[config.mk]
export PLATFORM = sky130hd
export DESIGN_NAME = fg_spi_config_loader
export DESIGN_NICKNAME = d
export VERILOG_FILES = /design/src/rtl/fg_cfg_pkg.sv /design/src/rtl/fg_sync_edge.sv /design/src/rtl/fg_spi_config_loader.sv
export SDC_FILE = /design/constraint.sdc
export NUM_CORES = 1
export LEC_CHECK = 0
export CAP_MARGIN = 0
export CORE_ASPECT_RATIO = 1.25
export CORE_MARGIN = 2
export CORE_UTILIZATION = 47
export DETAILED_ROUTE_END_ITERATION = 10
export GPL_ROUTABILITY_DRIVEN = 0
export HOLD_SLACK_MARGIN = 0.1
export PLACE_DENSITY = 0.66
export RECOVER_POWER = 25
export SLEW_MARGIN = 5
export SYNTH_ARGS = -nofsm -noshare
export SYNTH_HDL_FRONTEND = slang
export SYNTH_SLANG_ARGS = --single-unit
[constraint.sdc]
create_clock -name clk_i -period 5.2 [get_ports clk_i]
set_input_delay 1.04 -clock clk_i [delete_from_list [all_inputs] [get_ports clk_i]]
set_output_delay 1.04 -clock clk_i [all_outputs]
set_load 0.05 [all_outputs]
[src/rtl/fg_cfg_pkg.sv]
// Shared definitions for the function-generator SPI configuration loader:
// configuration-word layout, SPI command-byte fields and loader FSM states.
package fg_cfg_pkg;

  localparam int CFG_WIDTH = 64;

  // Command byte: bit7 requests a commit, bit6 selects read, bits[2:0] give the start byte.
  localparam int CMD_COMMIT_BIT = 7;
  localparam int CMD_READ_BIT   = 6;
  localparam int CMD_IDX_MSB    = 2;
  localparam int CMD_IDX_LSB    = 0;

  // Field map of CR_bus (MSB first): CS 63, MS 62, Radix 61, prescaler 60:52,
  // counter 51:42, phase/ON 41:32, rise 31:24, fall 23:16, amplitude 15:8, offset 7:0.
  typedef struct packed {
    logic       cs;
    logic       ms;
    logic       radix;
    logic [8:0] prescaler;
    logic [9:0] counter;
    logic [9:0] phase_on;
    logic [7:0] rise;
    logic [7:0] fall;
    logic [7:0] amplitude;
    logic [7:0] offset;
  } cr_fields_t;

  typedef enum logic [1:0] {
    ST_IDLE,
    ST_CMD,
    ST_WRITE,
    ST_READ
  } spi_state_e;

  function automatic int cfg_bytes(input int width);
    return width / 8;
  endfunction

  localparam int CFG_BYTES = cfg_bytes(CFG_WIDTH);

endpackage

[src/rtl/fg_sync_edge.sv]
// Multi-stage synchroniser for one asynchronous input with single-cycle
// rise/fall pulses detected against the previous synchronised value.
module fg_sync_edge #(
  parameter int   STAGES      = 2,
  parameter logic RESET_LEVEL = 1'b0
) (
  input  logic clk_i,
  input  logic rstn_i,
  input  logic async_i,
  output logic rise_o,
  output logic fall_o
);

  logic [STAGES-1:0] sync_q, sync_d;
  logic              prev_q, prev_d;

  // NOTE: every signal written in an always_comb gets a default first, so no path can infer a latch.
  always_comb begin
    sync_d = {sync_q[STAGES-2:0], async_i};
    prev_d = sync_q[STAGES-1];
  end

  // NOTE: state registers use non-blocking assignments so all flops sample the same pre-edge values.
  always_ff @(posedge clk_i) begin
    if (!rstn_i) begin
      sync_q <= {STAGES{RESET_LEVEL}};
      prev_q <= RESET_LEVEL;
    end else begin
      sync_q <= sync_d;
      prev_q <= prev_d;
    end
  end

  assign rise_o =  sync_q[STAGES-1] & ~prev_q;
  assign fall_o = ~sync_q[STAGES-1] &  prev_q;

endmodule

[src/rtl/fg_spi_config_loader.sv]
// SPI mode-0 slave that assembles a shadow configuration word byte by byte and
// commits it atomically to CR_bus_o when commitEnable_i allows.
module fg_spi_config_loader
  import fg_cfg_pkg::*;
#(
  parameter int                             CONFIG_REG_BITWIDTH = CFG_WIDTH,
  parameter int                             SYNC_STAGES         = 2,
  parameter logic [CONFIG_REG_BITWIDTH-1:0] RESET_VALUE         = '0
) (
  input  logic                           clk_i,
  input  logic                           rstn_i,
  input  logic                           spi_sclk_i,
  input  logic                           spi_csn_i,
  input  logic                           spi_mosi_i,
  output logic                           spi_miso_o,
  input  logic                           commitEnable_i,
  output logic [CONFIG_REG_BITWIDTH-1:0] CR_bus_o,
  output logic                           configUpdated_STRB_o,
  output logic                           frameError_o
);

  localparam int NBYTES = cfg_bytes(CONFIG_REG_BITWIDTH);
  localparam int IDX_W  = (NBYTES > 1) ? $clog2(NBYTES) : 1;

  typedef logic [IDX_W-1:0] idx_t;

  function automatic idx_t idx_inc(input idx_t idx);
    return (int'(idx) == NBYTES - 1) ? '0 : idx + 1'b1;
  endfunction

  logic sclk_rise, sclk_fall, csn_rise, csn_fall, mosi_s;

  fg_sync_edge #(
    .STAGES      (SYNC_STAGES),
    .RESET_LEVEL (1'b0)
  ) u_sclk_sync (
    .clk_i   (clk_i),
    .rstn_i  (rstn_i),
    .async_i (spi_sclk_i),
    .rise_o  (sclk_rise),
    .fall_o  (sclk_fall)
  );

  // csn resets to the asserted level: a host still holding csn low after reset
  // yields no falling edge until it has released and reasserted the line.
  fg_sync_edge #(
    .STAGES      (SYNC_STAGES),
    .RESET_LEVEL (1'b0)
  ) u_csn_sync (
    .clk_i   (clk_i),
    .rstn_i  (rstn_i),
    .async_i (spi_csn_i),
    .rise_o  (csn_rise),
    .fall_o  (csn_fall)
  );

  logic [SYNC_STAGES-1:0] mosi_sync_q, mosi_sync_d;
  assign mosi_s = mosi_sync_q[SYNC_STAGES-1];

  spi_state_e state_q, state_d;
  logic [2:0] bit_cnt_q, bit_cnt_d;
  logic       byte_seen_q, byte_seen_d;
  logic [7:0] rx_q, rx_d;
  logic [7:0] tx_q, tx_d;
  logic       load_q, load_d;
  logic       commit_req_q, commit_req_d;
  idx_t       idx_q, idx_d;
  logic [7:0] shadow_q  [NBYTES];
  logic [7:0] shadow_d  [NBYTES];
  logic [7:0] pending_q [NBYTES];
  logic [7:0] pending_d [NBYTES];
  logic [7:0] cr_q      [NBYTES];
  logic [7:0] cr_d      [NBYTES];
  logic [7:0] reset_bytes [NBYTES];
  logic       pending_valid_q, pending_valid_d;
  logic       strobe_q, strobe_d;
  logic       frame_err_q, frame_err_d;
  logic       miso_q, miso_d;

  for (genvar g = 0; g < NBYTES; g++) begin : g_bytes
    assign reset_bytes[g]    = RESET_VALUE[g*8 +: 8];
    assign CR_bus_o[g*8 +: 8] = cr_q[g];
  end

  always_comb begin
    mosi_sync_d     = {mosi_sync_q[SYNC_STAGES-2:0], spi_mosi_i};
    state_d         = state_q;
    bit_cnt_d       = bit_cnt_q;
    byte_seen_d     = byte_seen_q;
    rx_d            = rx_q;
    tx_d            = tx_q;
    load_d          = load_q;
    commit_req_d    = commit_req_q;
    idx_d           = idx_q;
    shadow_d        = shadow_q;
    pending_d       = pending_q;
    pending_valid_d = pending_valid_q;
    cr_d            = cr_q;
    strobe_d        = 1'b0;
    frame_err_d     = frame_err_q;

    // The commit is evaluated first so a frame ending in the same cycle re-arms pending.
    if (pending_valid_q && commitEnable_i) begin
      cr_d            = pending_q;
      pending_valid_d = 1'b0;
      strobe_d        = 1'b1;
    end

    if (csn_fall) begin
      state_d      = ST_CMD;
      bit_cnt_d    = 3'd0;
      byte_seen_d  = 1'b0;
      commit_req_d = 1'b0;
      load_d       = 1'b0;
      tx_d         = 8'h00;
      frame_err_d  = 1'b0;
    end else if (state_q != ST_IDLE) begin
      if (sclk_rise) begin
        rx_d      = {rx_q[6:0], mosi_s};
        bit_cnt_d = bit_cnt_q + 3'd1;
        if (bit_cnt_q == 3'd7) begin
          byte_seen_d = 1'b1;
          unique case (state_q)
            ST_CMD: begin
              commit_req_d = rx_d[CMD_COMMIT_BIT];
              idx_d        = IDX_W'(int'(rx_d[CMD_IDX_MSB:CMD_IDX_LSB]) % NBYTES);
              if (rx_d[CMD_READ_BIT]) begin
                state_d = ST_READ;
                load_d  = 1'b1;
              end else begin
                state_d = ST_WRITE;
              end
            end
            ST_WRITE: begin
              shadow_d[idx_q] = rx_d;
              idx_d           = idx_inc(idx_q);
            end
            ST_READ: begin
              idx_d  = idx_inc(idx_q);
              load_d = 1'b1;
            end
            default: ;
          endcase
        end
      end

      if (sclk_fall && state_q == ST_READ) begin
        if (load_q) begin
          tx_d   = shadow_q[idx_q];
          load_d = 1'b0;
        end else begin
          tx_d = {tx_q[6:0], 1'b0};
        end
      end

      // End-of-frame checks look at the post-sclk values so a byte completing
      // in the same cycle as csn rising is written before it is judged.
      if (csn_rise) begin
        state_d = ST_IDLE;
        if (bit_cnt_d != 3'd0) begin
          frame_err_d = 1'b1;
        end else if (byte_seen_d && commit_req_d) begin
          pending_d       = shadow_d;
          pending_valid_d = 1'b1;
        end
      end
    end

    miso_d = (state_d == ST_READ) ? tx_d[7] : 1'b0;
  end

  always_ff @(posedge clk_i) begin
    if (!rstn_i) begin
      mosi_sync_q     <= '0;
      state_q         <= ST_IDLE;
      bit_cnt_q       <= 3'd0;
      byte_seen_q     <= 1'b0;
      rx_q            <= 8'h00;
      tx_q            <= 8'h00;
      load_q          <= 1'b0;
      commit_req_q    <= 1'b0;
      idx_q           <= '0;
      // NOTE: these byte arrays are architectural registers with a defined reset value, so they are reset like any other flop.
      shadow_q        <= reset_bytes;
      pending_q       <= reset_bytes;
      cr_q            <= reset_bytes;
      pending_valid_q <= 1'b0;
      strobe_q        <= 1'b0;
      frame_err_q     <= 1'b0;
      miso_q          <= 1'b0;
    end else begin
      mosi_sync_q     <= mosi_sync_d;
      state_q         <= state_d;
      bit_cnt_q       <= bit_cnt_d;
      byte_seen_q     <= byte_seen_d;
      rx_q            <= rx_d;
      tx_q            <= tx_d;
      load_q          <= load_d;
      commit_req_q    <= commit_req_d;
      idx_q           <= idx_d;
      shadow_q        <= shadow_d;
      pending_q       <= pending_d;
      cr_q            <= cr_d;
      pending_valid_q <= pending_valid_d;
      strobe_q        <= strobe_d;
      frame_err_q     <= frame_err_d;
      miso_q          <= miso_d;
    end
  end

  assign spi_miso_o           = miso_q;
  assign configUpdated_STRB_o = strobe_q;
  assign frameError_o         = frame_err_q;

endmodule

==> results.txt <==
Entering global routing, the biggest net connects 163 pins. Across the run, the number of max-cap violations was 2. Counting the buffers created by CTS gives 23. Signal routing reaches up to met4.

The clock network burns 46.8% of the power. The number of H-tree levels is 1. Slowest library cell on the worst path: sky130_fd_sc_hd__clkbuf_1. Setup repair after global routing left no endpoint under its margin. The half-perimeter wire length of the detailed placement result was 14.8 mm. The final hold slack came out at 0.434 ns. Met1 layer wirelength in the final routing: 10.5 mm.

The detailed-route DRC error count was 0; the layout cell share with drive strength beyond 1 was 7.27%. For the count of different cell masters after synthesis, the log shows 47. TritonCTS built the clock tree. The final reports fail on max-capacitance violations, max-slew violations. For the net load switching power, the log shows 0.000704 W. For the max-slew violation count, the log shows 219. The run finished, with violations left. The post-synthesis sequential area ratio was 45.7%; the worst-case clock buffer depth was 3. After global routing the overflow that remains totals 0.

Setup violations remaining at the end of the flow were counted as 0. The number of antenna violations at the first check in global routing was 0; the data required time at the worst endpoint was 5.62 ns. The vias per cell is 5.59, and the number of sinks driven by the clock tree is 230.

The logs give 20.5% for the global-route total usage across every layer and 48.2% for the effective utilization at floorplan. After synthesis, the mean cell area works out to 9.63 um^2. For this run, the leading register cell type out of synthesis is sky130_fd_sc_hd__dfxtp_1. The clock transition at the register clock pins on the worst setup and hold paths after CTS works out to 0.06 ns.

The destination of the worst register-to-register timing path was pending_q[33]. The worst-case IR drop observed on VDD is 0.251 mV. In this run, the number of DRC markers left after iteration 0 of detailed routing was 591. STA classifies the critical path startpoint as a primary input. Time the final worst path needs with I/O delays and setup: 3.93 ns. After technology mapping, the gate count stands at 1045.

Detailed routing placed a total of 11.3 mm of wire on met2. The count of input and output buffers was 72; the relative area change from synthesis to final layout was 14.4%. The worst hold path terminates at mosi_sync_q[1]. In this run the most critical hold path is launched from mosi_sync_q[0]. Counting the fill cells in the layout gives 1962.

The worst register-to-register path has a setup slack of 2.01 ns. In the synthesized netlist, mux cells make up 14.9% of the area. The area fraction in and, or, nand and nor cells after synthesis is 19.1%, and the number of synthesized register bits is 230. For the final routed database, the setup TNS stands at 0 ns. For the worst-skew pair, the clock arrives at the later sink with an insertion delay of 0.51 ns. During I/O placement, the number of pins put on the boundary was 73. The min-delay analysis places its worst path in the category register to register. Summing all non-filler instances in the final layout gives an area of 11500 um^2. Largest fanout on the critical path: 162. In this run the power density over the cells is 297 nW/um^2.

The run gives 0 as the number of hold violations in the final report. The design internal power is 0.00272 W. Count of yosys warnings during synthesis: 0. Walking the worst path, the cells encountered are clkbuf_1 > clkbuf_4 > a21boi_0. Fraction of power consumed by sequential logic: 51.7%. The core region is 20900 um^2. After Yosys synthesis, XOR and XNOR cells account for 0.0870% of the synthesized area. The number of placed instances, taps included, is 1309. STA classifies the critical path endpoint as a register.

The worst register-to-register path begins at bit_cnt_q[0]. The via count of the first global-routing pass is 7306, and the standard-cell row count is 59. The hold-critical path depth came out at 1. The fraction of post-synthesis cell area in the top cell type by area is 45.7%. Counting flops with a built-in enable in the synthesized netlist gives 0. STA puts the critical path data arrival time at 4.35 ns. The tools report the number of gates given a new drive strength after cts as 0. The tools report the number of search-and-repair iterations in the first detailed-routing pass as 5.

Clock skew on the completed layout was measured at 0.0144 ns. The cell count of the worst reg-to-reg path was 9. The logs give 4600 um^2 for the area used by sequential logic in the layout and 1056 for the post-synthesis net count. The run gives -35.4% as the worst-case headroom to the max-slew limit. The proportion of synthesized flip-flops having asynchronous set or reset is 0%. Sorting the synthesized cells by area gives the leading types as sky130_fd_sc_hd__dfxtp_1, sky130_fd_sc_hd__mux2i_1, sky130_fd_sc_hd__nand2_1, sky130_fd_sc_hd__o211a_1, sky130_fd_sc_hd__a21boi_0. The clock tree root buffer cell is sky130_fd_sc_hd__clkbuf_16. Of the total synthesized cell area, the portion taken by full adders, half adders and majority gates is 0.622%.

The cell area that synthesis handed to floorplanning was 10100 um^2. For the pin with the worst max-slew slack, the measured transition is 2.03 ns. The number of antenna diodes in the final layout is 0. Net switching is 20.6% of the power. Power comes to 0.00342 W.

The count of cells in the finished layout, fillers not included, comes to 1347. After detailed routing, the average wire length per cell comes to 17.2 um. The die covers 22600 um^2. By startpoint and endpoint, the worst setup path is classified as primary input to register. The final layout contains 1071 nets. Once detail routing completed, the nets flagged for antenna violations numbered 0. The routed design has 23.2 mm of wire. Dominant combinational cell family by area after synthesis: simple AND/OR/NAND/NOR gates. The synthesized design spends more area on one cell type than any other, namely sky130_fd_sc_hd__dfxtp_1.

The synthesized netlist devotes 15.3% of its cell area to compound gates. The area of the multi-input gates came out at 5070 um^2. The logic gate share of total power was 1.5%; the horizontal die dimension was 135 um. The fmax was 255 MHz. First-pass GRT wire length: 38.0 mm. After detailed routing, the met3 layer carries 923 um of wire. For this design the static power due to leakage is 5.01 nW. The largest single stage delay on the critical path is 1.42 ns. In the finished design, the share of the clock period the worst path needs comes to 75.5%.

From bottom edge to top edge, the die measures 168 um. In this run the cell area measured after placement is 10800 um^2. Post-CTS timing repair inserted 0 buffers for setup. Across all layers, the routed design uses 7536 vias. For this design, the CTS-stage hold fixing added 0 buffers.
## sequential cells by signal, summed over array words and instances, names as in the netlist, 2 cells and up
name,count
CR_bus_o,64
pending_q,64
shadow_q,64
tx_q,8
rx_q,7
bit_cnt_q,3
idx_q,3
mosi_sync_q,2
state_q,2
u_csn_sync.sync_q,2
u_sclk_sync.sync_q,2
## critical path: cells and delay by family
kind / cells / cell delay (ns)
compound gates: 1 / 0.28
buf+inv: 2 / 2.83
## cell type report
class / instances / area share (%)
clock buffer: 32 / 5.73
clock inverter: 6 / 0.532
multi-input combinational: 724 / 44.0
sequential: 230 / 40.0
tap: 274 / 2.98
timing repair buffer: 81 / 6.79
## synth_stat cells, types with 6 or more instances
library cell / n
sky130_fd_sc_hd__nor2_1: 19
sky130_fd_sc_hd__mux2_2: 10
sky130_fd_sc_hd__dfxtp_1: 230
sky130_fd_sc_hd__buf_1: 12
sky130_fd_sc_hd__a21oi_1: 10
sky130_fd_sc_hd__a21boi_0: 82
sky130_fd_sc_hd__nand2_1: 184
sky130_fd_sc_hd__nor2b_1: 58
sky130_fd_sc_hd__mux4_2: 6
sky130_fd_sc_hd__a22oi_1: 6
sky130_fd_sc_hd__clkbuf_1: 52
sky130_fd_sc_hd__nand3_1: 89
sky130_fd_sc_hd__buf_2: 19
sky130_fd_sc_hd__o211a_1: 67
sky130_fd_sc_hd__and2_1: 12
sky130_fd_sc_hd__mux2i_1: 124
sky130_fd_sc_hd__buf_6: 6
## per-layer routing
layer,GRT usage (%),vias to the layer above
met3,2.57,40
met1,27.3,3647
met2,34.7,157
met4,6.32,0
li1,-,3692
met5,0,-
## power by group through the flow
stage	clock network, W	registers, W	logic (W)
3_3_place_gp	0	0.00181	0.0000528
2_1_floorplan	0	0.00181	0.0000408
4_1_cts	0.00164	0.00177	0.0000526
5_1_grt	0.00171	0.00177	0.0000570
3_5_place_dp	0	0.00181	0.0000524
6_report	0.00160	0.00177	0.0000525
## through the flow
step	setup slack (ns)	utilization, %
6_report	1.27	55.1
5_1_grt	0.938	55.1
4_1_cts	1.98	55.2
3_5_place_dp	1.99	51.8
3_3_place_gp	2.09	51.8
2_1_floorplan	3.15	-
## kinds of logic (layout without fill, tap and decap cells)
| kind of cell | after synthesis | in the layout |
|---|---|---|
| DFF | 230 | 230 |
| xor gates and xnor gates | 1 | 1 |
| adders and majority gates | 5 | 5 |
| muxes | 141 | 141 |
| buffers and inverters | 91 | 119 |
| AOI/OAI and AO/OA | 185 | 185 |
| and+or+nand+nor | 392 | 392 |
## how the worst max path moves through the flow
stage	start	to	slack, ns
floorplan	bit_cnt_q[0]	pending_q[0]	3.15
global placement	bit_cnt_q[0]	pending_q[28]	2.09
detailed placement	bit_cnt_q[0]	pending_q[27]	1.99
CTS	bit_cnt_q[0]	pending_q[12]	1.98
global route	rstn_i	CR_bus_o[58]	0.94
finish	rstn_i	CR_bus_o[58]	1.27
## layout by cell type, fill, tap and decap left out, types with 3 or more instances in the layout
| cell type | netlist | final |
|---|---|---|
| sky130_fd_sc_hd__a21boi_0 | 82 | 82 |
| sky130_fd_sc_hd__a21oi_1 | 10 | 10 |
| sky130_fd_sc_hd__nand3_1 | 89 | 89 |
| sky130_fd_sc_hd__and4bb_2 | 3 | 3 |
| sky130_fd_sc_hd__nand2_2 | 2 | 3 |
| sky130_fd_sc_hd__nand2b_1 | 3 | 3 |
| sky130_fd_sc_hd__mux4_2 | 6 | 6 |
| sky130_fd_sc_hd__nor3b_1 | 3 | 3 |
| sky130_fd_sc_hd__a22oi_1 | 6 | 6 |
| sky130_fd_sc_hd__nor2_1 | 19 | 19 |
| sky130_fd_sc_hd__nor2b_1 | 58 | 58 |
| sky130_fd_sc_hd__dfxtp_1 | 230 | 230 |
| sky130_fd_sc_hd__ha_1 | 5 | 5 |
| sky130_fd_sc_hd__and2_1 | 12 | 5 |
| sky130_fd_sc_hd__and2_0 | 0 | 5 |
| sky130_fd_sc_hd__nor3_4 | 3 | 3 |
| sky130_fd_sc_hd__clkbuf_1 | 52 | 5 |
| sky130_fd_sc_hd__buf_4 | 2 | 8 |
| sky130_fd_sc_hd__o221ai_1 | 5 | 5 |
| sky130_fd_sc_hd__clkinv_2 | 0 | 3 |
| sky130_fd_sc_hd__mux2i_1 | 124 | 124 |
| sky130_fd_sc_hd__o21ai_0 | 3 | 3 |
| sky130_fd_sc_hd__clkbuf_16 | 0 | 23 |
| sky130_fd_sc_hd__a221oi_1 | 5 | 5 |
| sky130_fd_sc_hd__and3_1 | 3 | 3 |
| sky130_fd_sc_hd__o211a_1 | 67 | 67 |
| sky130_fd_sc_hd__nand2_1 | 184 | 183 |
| sky130_fd_sc_hd__clkdlybuf4s50_1 | 0 | 71 |
| sky130_fd_sc_hd__clkbuf_8 | 0 | 5 |
| sky130_fd_sc_hd__nor2_2 | 3 | 3 |
| sky130_fd_sc_hd__mux2_2 | 10 | 10 |
No activity file was read; power rests on OpenSTA's default activity.
